**config.mk**
```make
export PLATFORM = sky130hd
export DESIGN_NAME = instr_decode_stage_flat
export DESIGN_NICKNAME = d
export VERILOG_FILES = /design/src/rtl/instr_decode_stage_pkg.sv /design/src/rtl/instr_decode_stage_if.sv /design/src/rtl/instr_decode_stage_comb.sv /design/src/rtl/instr_decode_stage.sv /design/src/flat_wrapper.sv
export SDC_FILE = /design/constraint.sdc
export NUM_CORES = 1
export LEC_CHECK = 0
export CAP_MARGIN = 30
export CORE_MARGIN = 5
export CORE_UTILIZATION = 50
export DETAILED_ROUTE_END_ITERATION = 10
export PLACE_DENSITY_LB_ADDON = 0.15
export RECOVER_POWER = 25
export SYNTH_ARGS = -nofsm -noshare
export SYNTH_HDL_FRONTEND = slang
export SYNTH_SLANG_ARGS = --single-unit
```
**constraint.sdc**
```tcl
create_clock -name Clk -period 2.4 [get_ports Clk]
set_clock_uncertainty 0.05 [all_clocks]
set_input_delay 0.36 -clock Clk [delete_from_list [all_inputs] [get_ports Clk]]
set_output_delay 0.36 -clock Clk [all_outputs]
set_load 0.1 [all_outputs]
```
**src/rtl/instr_decode_stage_pkg.sv**
```systemverilog
// instr_decode_stage_pkg: shared 9-bit ISA opcodes, field slices and decoded bundle types
package instr_decode_stage_pkg;
  typedef enum logic [3:0] {
    RC_ADD = 4'd0, RC_SUB = 4'd1, RC_LOAD = 4'd2, LFSR = 4'd3,
    RC_TRANSFER = 4'd4, PARITY_BIT = 4'd5, REG_COPY = 4'd6, ADD = 4'd7,
    SUB = 4'd8, XOR = 4'd9, AND = 4'd10, LSL = 4'd11,
    LSR = 4'd12, MEM_OP = 4'd13, CMP = 4'd14, BRANCH = 4'd15
  } opcode_e;
  typedef enum logic [1:0] {EMPTY, ONE, TWO} stageState_e;
  localparam int OPC_HI = 8;
  localparam int OPC_LO = 5;
  localparam int RS_HI = 2;
  localparam int RS_LO = 0;
  localparam int MEM_STORE_BIT = 4;
  localparam int MEM_RSVD_BIT = 3;
  // Widest PC the bundle can carry; stages narrow it to their own PC_W.
  localparam int PC_MAX = 16;
  typedef struct packed {
    opcode_e op;
    logic [4:0] imm;
    logic [2:0] rs;
    logic wrReg;
    logic wrRc;
    logic memRd;
    logic memWr;
    logic branch;
    logic illegal;
  } decCtrl_t;
  typedef struct packed {
    decCtrl_t ctrl;
    logic [PC_MAX-1:0] pc;
  } decBundle_t;
endpackage

```
**src/rtl/instr_decode_stage_if.sv**
```systemverilog
// instr_decode_stage_if: fetch-side and execute-side handshakes of the decode stage
interface instr_decode_stage_if import instr_decode_stage_pkg::*; #(parameter int PC_W = 10, parameter int CNT_W = 16);
  logic in_valid;
  logic [8:0] in_instr;
  logic [PC_W-1:0] in_pc;
  logic in_ready;
  logic flush;
  logic out_valid;
  logic out_ready;
  opcode_e out_op;
  logic [4:0] out_imm;
  logic [2:0] out_rs;
  logic [PC_W-1:0] out_pc;
  logic out_wr_reg;
  logic out_wr_rc;
  logic out_mem_rd;
  logic out_mem_wr;
  logic out_branch;
  logic out_illegal;
  logic [CNT_W-1:0] decode_cnt;
  modport master (
    output in_valid, in_instr, in_pc, flush, out_ready,
    input in_ready, out_valid, out_op, out_imm, out_rs, out_pc, out_wr_reg, out_wr_rc,
          out_mem_rd, out_mem_wr, out_branch, out_illegal, decode_cnt
  );
  modport slave (
    input in_valid, in_instr, in_pc, flush, out_ready,
    output in_ready, out_valid, out_op, out_imm, out_rs, out_pc, out_wr_reg, out_wr_rc,
           out_mem_rd, out_mem_wr, out_branch, out_illegal, decode_cnt
  );
endinterface

```
**src/rtl/instr_decode_stage_comb.sv**
```systemverilog
// instr_decode_comb: purely combinational map from a 9-bit instruction to its control fields
module instr_decode_comb import instr_decode_stage_pkg::*; (
  input logic [8:0] instr,
  output decCtrl_t ctrl
);
  opcode_e op;
  logic isMem, rsvd, store;
  assign op = opcode_e'(instr[OPC_HI:OPC_LO]);
  assign isMem = op == MEM_OP;
  assign store = instr[MEM_STORE_BIT];
  assign rsvd = isMem && instr[MEM_RSVD_BIT];
  // A reserved MEM_OP is still delivered, but with every side effect suppressed.
  always_comb begin
    ctrl = '0;
    ctrl.op = op;
    ctrl.imm = instr[4:0];
    ctrl.rs = instr[RS_HI:RS_LO];
    ctrl.illegal = rsvd;
    ctrl.wrRc = op inside {RC_ADD, RC_SUB, RC_LOAD, LFSR};
    ctrl.wrReg = !rsvd && ((op inside {RC_TRANSFER, PARITY_BIT, REG_COPY, ADD, SUB, XOR, AND, LSL, LSR})
                 || (isMem && !store));
    ctrl.memRd = !rsvd && isMem && !store;
    ctrl.memWr = !rsvd && isMem && store;
    ctrl.branch = op == BRANCH;
  end
endmodule

```
**src/rtl/instr_decode_stage.sv**
```systemverilog
// instr_decode_stage: registered decode with a 2-entry skid buffer, flush and retired-decode counter
module instr_decode_stage import instr_decode_stage_pkg::*; #(
  parameter int PC_W = 10,
  parameter int CNT_W = 16
) (
  input logic Clk,
  input logic Reset,
  instr_decode_stage_if.slave bus
);
  decCtrl_t ctrl;
  decBundle_t incoming, mainQ, skidQ;
  stageState_e state, nextState;
  logic inReadyQ, accept, drain;
  logic [CNT_W-1:0] cntQ;
  instr_decode_comb u_dec (.instr(bus.in_instr), .ctrl(ctrl));
  assign incoming = {ctrl, PC_MAX'(bus.in_pc)};
  assign accept = bus.in_valid && inReadyQ && !bus.flush;
  assign drain = bus.out_valid && bus.out_ready;
  always_ff @(posedge Clk) state <= Reset ? EMPTY : nextState;
  // TWO never sees an accept because in_ready is low there.
  always_comb
    nextState = bus.flush ? EMPTY :
                state == EMPTY ? (accept ? ONE : EMPTY) :
                state == ONE ? (accept == drain ? ONE : accept ? TWO : EMPTY) :
                (drain && !accept ? ONE : TWO);
  always_ff @(posedge Clk)
    if (Reset) begin
      mainQ <= '0;
      skidQ <= '0;
      inReadyQ <= 1'b1;
      cntQ <= '0;
    end else begin
      inReadyQ <= nextState != TWO;
      cntQ <= cntQ + CNT_W'(drain);
      if (drain && state == TWO) mainQ <= skidQ;
      else if (accept && (state == EMPTY || drain)) mainQ <= incoming;
      if (accept && (state == TWO || (state == ONE && !drain))) skidQ <= incoming;
    end
  assign bus.in_ready = inReadyQ;
  assign bus.out_valid = state != EMPTY;
  assign bus.out_op = mainQ.ctrl.op;
  assign bus.out_imm = mainQ.ctrl.imm;
  assign bus.out_rs = mainQ.ctrl.rs;
  assign bus.out_pc = PC_W'(mainQ.pc);
  assign bus.out_wr_reg = mainQ.ctrl.wrReg;
  assign bus.out_wr_rc = mainQ.ctrl.wrRc;
  assign bus.out_mem_rd = mainQ.ctrl.memRd;
  assign bus.out_mem_wr = mainQ.ctrl.memWr;
  assign bus.out_branch = mainQ.ctrl.branch;
  assign bus.out_illegal = mainQ.ctrl.illegal;
  assign bus.decode_cnt = cntQ;
endmodule

```
**src/flat_wrapper.sv**
```systemverilog
// flat-port wrapper written by rule: the top's interface ports become plain ports
module instr_decode_stage_flat import instr_decode_stage_pkg::*;
#(
  parameter int PC_W = 10,
  parameter int CNT_W = 16
)
  (Clk, Reset, bus_in_valid, bus_in_instr, bus_in_pc, bus_flush, bus_out_ready, bus_in_ready, bus_out_valid, bus_out_op, bus_out_imm, bus_out_rs, bus_out_pc, bus_out_wr_reg, bus_out_wr_rc, bus_out_mem_rd, bus_out_mem_wr, bus_out_branch, bus_out_illegal, bus_decode_cnt);
  instr_decode_stage_if #(.PC_W(PC_W), .CNT_W(CNT_W)) bus_i ();
  input logic Clk;
  input logic Reset;
  input wire logic [$bits(bus_i.in_valid)-1:0] bus_in_valid;
  input wire logic [$bits(bus_i.in_instr)-1:0] bus_in_instr;
  input wire logic [$bits(bus_i.in_pc)-1:0] bus_in_pc;
  input wire logic [$bits(bus_i.flush)-1:0] bus_flush;
  input wire logic [$bits(bus_i.out_ready)-1:0] bus_out_ready;
  output wire logic [$bits(bus_i.in_ready)-1:0] bus_in_ready;
  output wire logic [$bits(bus_i.out_valid)-1:0] bus_out_valid;
  output wire logic [$bits(bus_i.out_op)-1:0] bus_out_op;
  output wire logic [$bits(bus_i.out_imm)-1:0] bus_out_imm;
  output wire logic [$bits(bus_i.out_rs)-1:0] bus_out_rs;
  output wire logic [$bits(bus_i.out_pc)-1:0] bus_out_pc;
  output wire logic [$bits(bus_i.out_wr_reg)-1:0] bus_out_wr_reg;
  output wire logic [$bits(bus_i.out_wr_rc)-1:0] bus_out_wr_rc;
  output wire logic [$bits(bus_i.out_mem_rd)-1:0] bus_out_mem_rd;
  output wire logic [$bits(bus_i.out_mem_wr)-1:0] bus_out_mem_wr;
  output wire logic [$bits(bus_i.out_branch)-1:0] bus_out_branch;
  output wire logic [$bits(bus_i.out_illegal)-1:0] bus_out_illegal;
  output wire logic [$bits(bus_i.decode_cnt)-1:0] bus_decode_cnt;
  assign bus_i.in_valid = bus_in_valid;
  assign bus_i.in_instr = bus_in_instr;
  assign bus_i.in_pc = bus_in_pc;
  assign bus_i.flush = bus_flush;
  assign bus_i.out_ready = bus_out_ready;
  assign bus_in_ready = bus_i.in_ready;
  assign bus_out_valid = bus_i.out_valid;
  assign bus_out_op = bus_i.out_op;
  assign bus_out_imm = bus_i.out_imm;
  assign bus_out_rs = bus_i.out_rs;
  assign bus_out_pc = bus_i.out_pc;
  assign bus_out_wr_reg = bus_i.out_wr_reg;
  assign bus_out_wr_rc = bus_i.out_wr_rc;
  assign bus_out_mem_rd = bus_i.out_mem_rd;
  assign bus_out_mem_wr = bus_i.out_mem_wr;
  assign bus_out_branch = bus_i.out_branch;
  assign bus_out_illegal = bus_i.out_illegal;
  assign bus_decode_cnt = bus_i.decode_cnt;
  instr_decode_stage #(.PC_W(PC_W), .CNT_W(CNT_W)) u_core (.Clk(Clk), .Reset(Reset), .bus(bus_i));
endmodule
```
==> results of run 1 <==
-- power by group --
group          internal (W)  switching, W  leakage, nW  total (W)
clock              0.000564      0.000420        0.106   0.000984
sequential          0.00118     0.0000176        0.561    0.00120
combinational      0.000103      0.000361        0.989   0.000463
-- area by class of cell --
class / instances / area (um^2) / area share
repair buffers: 79 / 569 / 0.151
clock buffers: 13 / 169 / 0.0448
clock inverters: 3 / 42.5 / 0.0113
inverters: 7 / 26.3 / 0.00697
well taps: 75 / 93.8 / 0.0249
multi-input cells: 236 / 1490 / 0.394
flip-flops and latches: 69 / 1380 / 0.367
-- per-layer routing --
metal	vias to the layer above	global-route usage	share of wire
met5	-	0	0
met4	0	0.0795	0.017
met3	10	0.0414	0.059
met2	59	0.291	0.46
met1	1163	0.211	0.46
li1	1284	-	-
-- worst max-delay path, stage by stage (launching register included) --
cell      delay, ps
dfxtp_1         310
or2_2           300
nand2_1         100
inv_1            60
ha_1            200
ha_1            240
and4_2          260
and4bb_2        240
xnor2_1         150
nor2_1           60
-- cell usage in the layout (no fill, tap or decap), types with 6 or more instances in the layout --
cell and n:
buf_4 27, clkdlybuf4s50_1 22, clkbuf_8 12, inv_1 7
nand2_1 51, xnor2_1 7, dfxtp_1 68, mux2i_1 25
nor2_1 64, a21oi_1 6, clkbuf_1 28, nor3_1 6
a311oi_1 21
-- through the flow --
stage	power (W)	cell area (um^2)	hold WS (ps)	worst slack, ps	cells
detailed placement	0.00172	3660	415	67.5	466
CTS	0.00270	3870	424	354	482
finish	0.00264	3770	422	295	482
global placement	0.00171	3660	394	99.0	466
floorplan	0.00159	3030	387	52.8	337
global route	0.00276	3770	453	197	482
-- how the worst max path moves through the flow --
stage                                           end  slack [ps]            start  cells past startpoint
final                     u_core.bus.decode_cnt[14]         290  u_core.state[1]                      9
after global routing      u_core.bus.decode_cnt[14]         200  u_core.state[1]                      9
after CTS                 u_core.bus.decode_cnt[14]         350  u_core.state[1]                      9
after detailed placement  u_core.bus.decode_cnt[15]          70    bus_out_ready                      8
after global placement    u_core.bus.decode_cnt[15]         100    bus_out_ready                      8
after floorplan           u_core.bus.decode_cnt[13]          50  u_core.state[1]                      9
-- cell families (layout without fill, tap and decap cells) --
group	after synthesis	in the layout	synth area share
DFF	69	69	0.457
and+or+nand+nor	153	153	0.241
buffers and inverters	32	102	0.0546
muxes	27	27	0.0914
xor gates and xnor gates	11	11	0.0319
AOI/OAI and AO/OA	41	41	0.108
adders and majority gates	4	4	0.0166
==> impl_metrics.json, run 1 <==
{
  "ys_top_cells_by_count": "dfxtp_1, nor2_1, nand2_1, mux2i_1, a311oi_1",
  "post-route-period-util": 0.877,
  "antenna_cells": 0,
  "worstSkewPairLatency_ps": 330,
  "initial_utilization": 0.514,
  "postCtsHoldBufs": 0,
  "period_needed_ps": 2110,
  "drtPass1Iterations": 4,
  "ctsRootBufferMaster": "clkbuf_8",
  "synth_warnings": 0,
  "timing.setup.critical_path_class": "reg2reg",
  "synth.top_cell.area_share": 0.457,
  "layout-drive-gt1-share": 0.145,
  "clock-sinks": 69,
  "ant_nets": 0,
  "die_w_um": 87.8,
  "finalNetCount": 430,
  "io_pins": 70,
  "timing.rr.end": "u_core.bus.decode_cnt[14]",
  "hold_viol": 0,
  "setup_viol": 0,
  "avgRoutedWirePerCell_um": 13.3,
  "p_per_area_nw_per_um2": 702,
  "fin_tns_setup_ps": 0,
  "largest_reg_flops": 25,
  "drcViolationCount": 0,
  "clockBufferDepth": 2,
  "r2r_start": "u_core.state[1]",
  "hold_path_end": "u_core.bus.out_wr_rc",
  "synth.area.top_cells": "dfxtp_1, mux2i_1, nor2_1",
  "power.leakage_nw": 1.66,
  "vias": 2516,
  "ys_seq_area_frac": 0.457,
  "tightest_slew_ps": 1210,
  "reg2reg_depth": 9,
  "grt_pass1_vias": 2343,
  "io_buffers": 69,
  "area_growth_pct": 24.6,
  "design.die.area_um2": 7700,
  "utilization": 0.640,
  "end_kind": "register",
  "htreeDepth": 3,
  "rsz0062_at_grt": "false",
  "status": "finished clean",
  "post_cts_buffers": 0,
  "grt_pass1_wl_um": 10600,
  "cp-start-kind": "register",
  "synth_edf_count": 0,
  "cts_resized": 0,
  "postSynthAreaPerCell_um2": 8.97,
  "syn_nets": 365,
  "antenna_found_initial": 0,
  "overflow": 0,
  "ys_ff_latch": 69,
  "num-fill-cells": 564,
  "whs_path_depth": 2,
  "gp_congestion": 0.772,
  "placementRows": 28,
  "maxSlewViolCount": 0,
  "routed_via_density": 5.22,
  "maxSlewHeadroom": 0.194,
  "cts-buffers-inserted": 9,
  "cts_tree": "built",
  "grt_max_degree": 37,
  "regMostFlops": "u_core.skidQ",
  "cap_violations": 0,
  "synth_flop_cell": "dfxtp_1",
  "dp_hpwl_um": 4420,
  "drt_iter0_drc": 109,
  "critPathMaxFanout": 4,
  "worstPathRequired_ps": 2550,
  "die_h_um": 87.8,
  "hp-start": "u_core.skidQ[20]",
  "synth.most_common_cell": "dfxtp_1",
  "fp.coreArea_um2": 5890,
  "vdd_drop_max_mv": 0.369,
  "synth_cell_type_count": 48,
  "netlist_area_um2": 3020,
  "max_clock_freq_mhz": 475,
  "path_clk_slew_ps": 70,
  "yosys.area.top_type": "dfxtp_1",
  "grt_util_all_layers": 0.174,
  "arrival_ps": 2250,
  "syn-instance-count": 337,
  "routed_wl_um": 6410,
  "hold_path_class": "reg2reg",
  "r2r_setup_slack_ps": 290,
  "async_flop_share": 0
}
No activity file was read; power rests on OpenSTA's default activity.
==> run 2: changes to the inputs <==
--- a/config.mk
+++ b/config.mk
@@ -9,7 +9,7 @@
 export CORE_MARGIN = 5
 export CORE_UTILIZATION = 50
 export DETAILED_ROUTE_END_ITERATION = 10
-export PLACE_DENSITY_LB_ADDON = 0.15
+export PLACE_DENSITY = 0.8
 export RECOVER_POWER = 25
 export SYNTH_ARGS = -nofsm -noshare
 export SYNTH_HDL_FRONTEND = slang
==> run 2 against run 1 <==
  * Non-clock buffer count is 1 higher
  * First-iteration DRC count grew 40%
  * Sequential share of layout area decreased by 0.097 points
  * Hold slack got worse by 11 ps
  * Clock-buffer cell count down 2
  * Critical path type unchanged
  * Critical endpoint unchanged
==> impl_metrics.json, run 2 (synthesized netlist as in run 1, its figures left out) <==
{
  "tightest_slew_ps": 1230,
  "utilization": 0.642,
  "critPathTopFamily": "simple AND/OR/NAND/NOR gates",
  "vdd_drop_max_mv": 0.325,
  "regMostFlops": "u_core.skidQ",
  "htreeDepth": 3,
  "clock-sinks": 69,
  "layout_commonest_cell": "dfxtp_1",
  "cts-buffers-inserted": 9,
  "clockBufferDepth": 2,
  "postCtsHoldBufs": 0,
  "hold_path_class": "reg2reg",
  "power.leakage_nw": 1.66,
  "vias": 2565,
  "cts_resized": 0,
  "cts_tree": "built",
  "maxSlewViolCount": 0,
  "worstSetupStartpoint": "u_core.state[1]",
  "ant_nets": 0,
  "setup_viol": 0,
  "area_growth_pct": 24.9,
  "rsz0062_at_grt": "false",
  "cap_violations": 0,
  "io_buffers": 69,
  "die_w_um": 87.8,
  "arrival_ps": 2230,
  "max_clock_freq_mhz": 483,
  "worstSkewPairLatency_ps": 330,
  "hold_viol": 0,
  "drcViolationCount": 0,
  "routed_wl_um": 6820,
  "antenna_found_initial": 0,
  "placementRows": 28,
  "post_cts_buffers": 0,
  "dp_hpwl_um": 4630,
  "slowest_stage": "dfxtp_1",
  "path_buf_inv": 1,
  "path_clk_slew_ps": 70,
  "status": "finished clean",
  "avgRoutedWirePerCell_um": 14.1,
  "ctsRootBufferMaster": "clkbuf_8",
  "crit_chain": "or2_0 > nand2_1 > inv_1 > ha_1 > ha_1 > and4_2 > and4bb_2 > xnor2_1 > nor2_1",
  "finalNetCount": 431,
  "initial_utilization": 0.514,
  "critPathMaxFanout": 4,
  "r2r_start": "u_core.state[1]",
  "drtPass1Iterations": 4,
  "layout-drive-gt1-share": 0.143,
  "end_kind": "register",
  "mostFrequentLayoutCells": "dfxtp_1, nor2_1, nand2_1",
  "design.die.area_um2": 7700,
  "p_per_area_nw_per_um2": 712,
  "max_stage_delay_ps": 310,
  "largest_reg_flops": 25,
  "fp.coreArea_um2": 5890,
  "drt_iter0_drc": 153,
  "timing.setup.critical_path_class": "reg2reg",
  "maxSlewHeadroom": 0.181,
  "die_h_um": 87.8,
  "routed_via_density": 5.32,
  "io_pins": 70,
  "period_needed_ps": 2070,
  "grt_pass1_vias": 2421,
  "cp_common_cell": "ha_1",
  "fin_tns_setup_ps": 0,
  "post-route-period-util": 0.863,
  "overflow": 0,
  "hp-start": "u_core.skidQ[17]",
  "grt_util_all_layers": 0.184,
  "grt_pass1_wl_um": 11100,
  "worstPathRequired_ps": 2560,
  "gp_congestion": 0.787,
  "antenna_cells": 0,
  "cp-start-kind": "register",
  "grt_max_degree": 50
}
run 2: cell types whose count changed in the layout (fill, tap and decap cells not counted):
cell	change
bufinv_16	+1
or2_0	+1
or2_2	-1
buf_4	+1
clkbuf_8	-2
run 2: layout make-up:
class,count,area (um^2)
multi-input cells,236,1490
flip-flops and latches,69,1380
well taps,75,93.8
fillers,521,2110
inverters,7,26.3
repair buffers,80,577
clock buffers,11,141
clock inverters,4,72.6
run 2: stage by stage:
stage	setup WS, ps	power (W)	cell area, um^2	std cells	hold slack (ps)
final	329	0.00269	3780	482	411
after global routing	209	0.00279	3780	482	417
after CTS	328	0.00274	3880	482	403
after detailed placement	58.4	0.00172	3670	467	403
after global placement	98.5	0.00171	3670	467	392
after floorplan	52.8	0.00159	3030	337	387
run 2: power breakdown:
part | switching, W | internal [W] | leakage, nW
Sequential | 0.0000186 | 0.00118 | 0.561
Combinational | 0.000363 | 0.000101 | 0.991
Clock | 0.000421 | 0.000607 | 0.105
run 2: path summary, 6_finish.rpt:
check                               to  slack (ps)  cells after the start
max          u_core.bus.decode_cnt[14]         330                      9
min                   u_core.skidQ[17]         410                      2
max reg2reg  u_core.bus.decode_cnt[14]         330                      9
min reg2reg           u_core.skidQ[17]         410                      2
run 2: worst min-delay path: cells and delay by family (launching register included):
kind	cells	cell delay, ps
simple gates	1	50
flops	1	310
compound gates	1	50
run 2: metal layers:
layer,part of all wire,global-route usage
met5,0,0
met4,0.013,0.0948
met3,0.063,0.0395
met2,0.47,0.286
met1,0.45,0.241
